$ cat config.mk
export PLATFORM = sky130hd
export DESIGN_NAME = alu_mux_datapath
export DESIGN_NICKNAME = d
export VERILOG_FILES = /design/src/rtl/alu_mux_datapath.sv
export SDC_FILE = /design/constraint.sdc
export NUM_CORES = 1
export LEC_CHECK = 0
export CELL_PAD_IN_SITES_DETAIL_PLACEMENT = 2
export CELL_PAD_IN_SITES_GLOBAL_PLACEMENT = 2
export CORE_ASPECT_RATIO = 1.2
export CORE_MARGIN = 5
export CORE_UTILIZATION = 23
export CTS_BUF_LIST = sky130_fd_sc_hd__clkbuf_16
export CTS_CLUSTER_DIAMETER = 80
export CTS_CLUSTER_SIZE = 24
export DETAILED_ROUTE_END_ITERATION = 10
export GPL_TIMING_DRIVEN = 1
export MAX_ROUTING_LAYER = met4
export PLACE_DENSITY = 0.84
export SYNTH_ARGS = -nofsm -noshare
export SYNTH_HDL_FRONTEND = slang
export SYNTH_SLANG_ARGS = --single-unit
export TNS_END_PERCENT = 100
$ cat constraint.sdc
create_clock -name clk -period 8.1 [get_ports clk]
set_input_delay 1.62 -clock clk [delete_from_list [all_inputs] [get_ports clk]]
set_output_delay 1.62 -clock clk [all_outputs]
set_load 0.01 [all_outputs]
$ cat src/rtl/alu_mux_datapath.sv
// Execute/writeback slice: operand mux, add/sub ALU, writeback mux, plus a capture register.
// Define ALU_FLAGS_EN to add registered zero/negative/overflow flags.
module alu_mux_datapath #(
    parameter int unsigned WIDTH = 64
) (
    input  logic             clk,
    input  logic             rst_n,
    input  logic             en,
    input  logic             sinal,
    input  logic             sinal_mux,
    input  logic [WIDTH-1:0] c,
    input  logic [WIDTH-1:0] dout_a,
    input  logic [WIDTH-1:0] dout_b,
    input  logic [WIDTH-1:0] dout_mem,
    output logic [WIDTH-1:0] s1,
    output logic [WIDTH-1:0] soma,
    output logic [WIDTH-1:0] s2,
    output logic [WIDTH-1:0] soma_q,
    output logic [WIDTH-1:0] s2_q
`ifdef ALU_FLAGS_EN
    ,
    output logic             zero_q,
    output logic             neg_q,
    output logic             ovf_q
`endif
);

    localparam int unsigned MSB = WIDTH - 1;

    logic [WIDTH-1:0] w_op_b;
    logic [WIDTH-1:0] w_sum;
    logic [WIDTH-1:0] r_soma_q;
    logic [WIDTH-1:0] r_s2_q;

    // Subtract folds into the adder as a + ~b + 1; the carry-in is the op bit itself.
    always_comb begin
        s1     = sinal_mux ? dout_b : c;
        w_op_b = sinal ? ~s1 : s1;
        w_sum  = dout_a + w_op_b + WIDTH'(sinal);
        soma   = w_sum;
        s2     = sinal_mux ? w_sum : dout_mem;
    end

    always_ff @(posedge clk or negedge rst_n) begin
        if (!rst_n) begin
            r_soma_q <= '0;
            r_s2_q   <= '0;
        end else if (en) begin
            r_soma_q <= w_sum;
            r_s2_q   <= s2;
        end
    end

    assign soma_q = r_soma_q;
    assign s2_q   = r_s2_q;

`ifdef ALU_FLAGS_EN
    logic w_zero;
    logic w_ovf;
    logic r_zero_q;
    logic r_neg_q;
    logic r_ovf_q;

    // Overflow on the effective adder operands covers both add and subtract cases.
    always_comb begin
        w_zero = (w_sum == '0);
        w_ovf  = (dout_a[MSB] == w_op_b[MSB]) && (w_sum[MSB] != dout_a[MSB]);
    end

    always_ff @(posedge clk or negedge rst_n) begin
        if (!rst_n) begin
            r_zero_q <= 1'b0;
            r_neg_q  <= 1'b0;
            r_ovf_q  <= 1'b0;
        end else if (en) begin
            r_zero_q <= w_zero;
            r_neg_q  <= w_sum[MSB];
            r_ovf_q  <= w_ovf;
        end
    end

    assign zero_q = r_zero_q;
    assign neg_q  = r_neg_q;
    assign ovf_q  = r_ovf_q;
`endif

endmodule

==> impl_metrics.yaml <==
status:
  outcome: "complete, no violations"
synth:
  synth_area_leader_cell: "dfrtp_1"
  yosysSeqAreaShare_pct: 29.2
  synth_top_family_by_area: "multiplexers"
  syn_area_per_cell_sq_um: 9.78
  synth_top_area_share_pct: 29.2
  syn_area_sq_um: 11000
  synth_compound_area_share_pct: 15.7
  ys_warn_count: 0
  post_synth_main_area_contributors: "dfrtp_1, mux2_2, ha_1"
  async_flop_share_pct: 100
  synthCells: 1122
  synth_ff_type: "dfrtp_1"
  netlist_top_cells_count: "mux2_2, dfrtp_1, xor2_1, a21oi_1, nand2_1"
  synth_edf_count: 0
  synthSimpleGateAreaFrac_pct: 9.90
  post_synth_num_cell_types: 74
  synthAdderAreaFrac_pct: 7.94
  synth-seq-cells: 128
  synth_xor_area_share_pct: 9.81
  yosysMostFrequentCell: "mux2_2"
  synthMuxAreaShare_pct: 24.5
  syn_nets: 1452
placement:
  place_ws_ns: -0.0523
  dp.cells: 2292
  gp_congestion: 0.848
  dp_hpwl_um: 50400
  io_buffers: 580
flow_run:
  maxCapViolCount: 0
cts:
  cts_buffers: 17
  clock-sinks: 128
  tritoncts: "done"
  clk_pin_slew_ns: 0.06
  h-tree-depth: 4
  clk_latency_ns: 0.46
  cts-root-buf: "clkbuf_16"
  clockBufferDepth: 2
  cts_hold_buf: 0
worst_hold_path:
  hold_path_class: "reg -> reg"
  hold_end: "soma_q[33]"
  holdCritStartpoint: "soma_q[33]"
  hold_depth: 1
worst_setup_path:
  path_class: "in -> out"
  cp.arrival_ns: 6.24
  r2r_start: "s2_q[59]"
  cp_max_fo: 4
  worstPathRequired_ns: 6.48
  regToRegSetupSlack_ns: 7.07
  start_kind: "input port"
  r2r-end: "s2_q[59]"
  ff2ff_path_depth: 2
  end_kind: "primary output"
timing:
  finalSetupViolations: 0
  timing.final.crit_share_pct: 97.1
  finalHoldViolations: 0
  finClkSkew_ns: 0
  slew_viol_final: 0
  worst_pin_slew_ns: 0.956
  setup_ws_ns: 0.238
  slew_headroom_pct: 36.3
  fmax_ghz: 0.127
  rsz0062_at_grt: "false"
  hold_ws_ns: 0.507
  fin_crit_ns: 7.86
drt:
  wire_per_inst_um: 25.9
  wl_um: 60300
  ant_nets: 0
  dr.pass1.iters: 4
  vias: 11400
  initialDrtViolationCount: 377
  drc_errors: 0
  vias_per_cell: 4.90
power_and_ir_drop:
  power_mw: 4.46
  p_leak_nw: 7.38
  peakVddDrop_v: 0.000157
  pwr_density_cell_nw_per_um2: 245
final_layout:
  drive_above_1_share_pct: 19.1
  n_fill_cell: 5068
  fin_nets: 2021
  syn_to_final_growth_pct: 66.0
  final_cells: 2331
floorplanning:
  fp.dieW_um: 209
  start_util_pct: 23.3
  die_y_um: 249
  pin_count: 581
  num_rows: 87
  core_region_area_sq_um: 47100
  die_area_sq_um: 52200
grt:
  antenna_found_initial: 4
  gr-total-overflow: 0
  grt.total_usage_pct: 22.9
  grt_pass1_vias: 13200
  grt_max_degree: 74
  grt_pass1_wl_um: 87900
==> repair_timing <==
item | CTS | global route
resized for setup | 2 | 6
endpoints found under the setup margin | 3 | 4
buffers inserted | 0 | 3
pin swaps | 0 | 2
==> metal layers <==
| metal | track usage [%] | wire (um) | vias up |
|---|---|---|---|
| li1 | - | - | 5203 |
| met1 | 23.6 | 22500 | 5737 |
| met2 | 43.0 | 32700 | 429 |
| met3 | 5.83 | 3780 | 55 |
| met4 | 5.65 | 1280 | 0 |
| met5 | - | 0 | - |
==> report_power, final <==
part / internal [mW] / total (mW) / switching [mW]
Sequential: 0.861 / 0.994 / 0.133
Combinational: 1.38 / 2.66 / 1.28
Clock: 0.455 / 0.802 / 0.346
Total: 2.70 / 4.46 / 1.76
==> worst max-delay path: stages <==
cell and delay (ns):
clkdlybuf4s50_1 0.43, mux2i_2 0.23, xnor2_1 0.19, inv_1 0.10, fa_1 0.44, nor2b_1 0.22
o311a_1 0.30, o2111a_1 0.31, o21ai_2 0.12, a211oi_4 0.25, buf_4 0.17, o211ai_2 0.15
a2111o_1 0.51, a21oi_2 0.22, nand2b_1 0.18, xor2_1 0.20, clkdlybuf4s50_1 0.58
==> through the flow <==
| stage | TNS [ns] | instance area, sq um | util, % |
|---|---|---|---|
| final | 0 | 18200 | 38.6 |
| after global routing | 0 | 18200 | 38.6 |
| after CTS | 0 | 18200 | 38.5 |
| after detailed placement | -0.0677 | 17600 | 37.3 |
| after global placement | 0 | 17600 | 37.3 |
| after floorplan | 0 | 11000 | - |
==> worst max path at each step <==
| stage | slack, ns | depth (start not counted) | start | endpoint |
|---|---|---|---|---|
| 4_1_cts | 0.06 | 16 | sinal_mux | soma[62] |
| 6_report | 0.24 | 17 | dout_b[1] | soma[62] |
| 2_1_floorplan | 0.92 | 16 | sinal_mux | soma[62] |
| 3_3_place_gp | 0.008 | 16 | sinal_mux | s2[60] |
| 3_5_place_dp | -0.05 | 16 | sinal_mux | s2[60] |
| 5_1_grt | 0.02 | 17 | dout_b[1] | s2[58] |
==> state kept, by name (all words and copies together) (netlist names) <==
name and flops:
soma_q 64, s2_q 64
==> kinds of logic (layout without fill, tap and decap cells) <==
group                      Yosys count  after routing
and+or+nand+nor                    224            224
other                                0              4
adders and majority gates           69             69
DFF                                128            128
xor gates and xnor gates           122            122
buffers and inverters               85            667
AOI/OAI and AO/OA                  255            255
muxes                              239            239
==> cell type report <==
class	instances	area, sq um	area share [%]
clock buffers	17	425	2.34
repair buffers	609	6070	33.3
flip-flops and latches	128	3200	17.6
inverters	26	97.6	0.536
diodes	4	10.0	0.0550
multi-input cells	909	7470	41.0
clock inverters	15	160	0.879
well taps	623	779	4.28
==> layout by cell type (no fill, tap or decap), types with 27 or more instances in the layout <==
cell	synthesis	routed
nand2_1	75	75
a21oi_1	82	81
buf_4	0	27
nor2_1	50	50
ha_1	68	67
o21ai_0	38	37
mux2_2	229	229
a21o_1	35	35
xor2_1	85	85
dfrtp_1	128	128
xnor2_1	36	35
clkdlybuf4s50_1	0	576
Power figures use the tool's default switching activity.
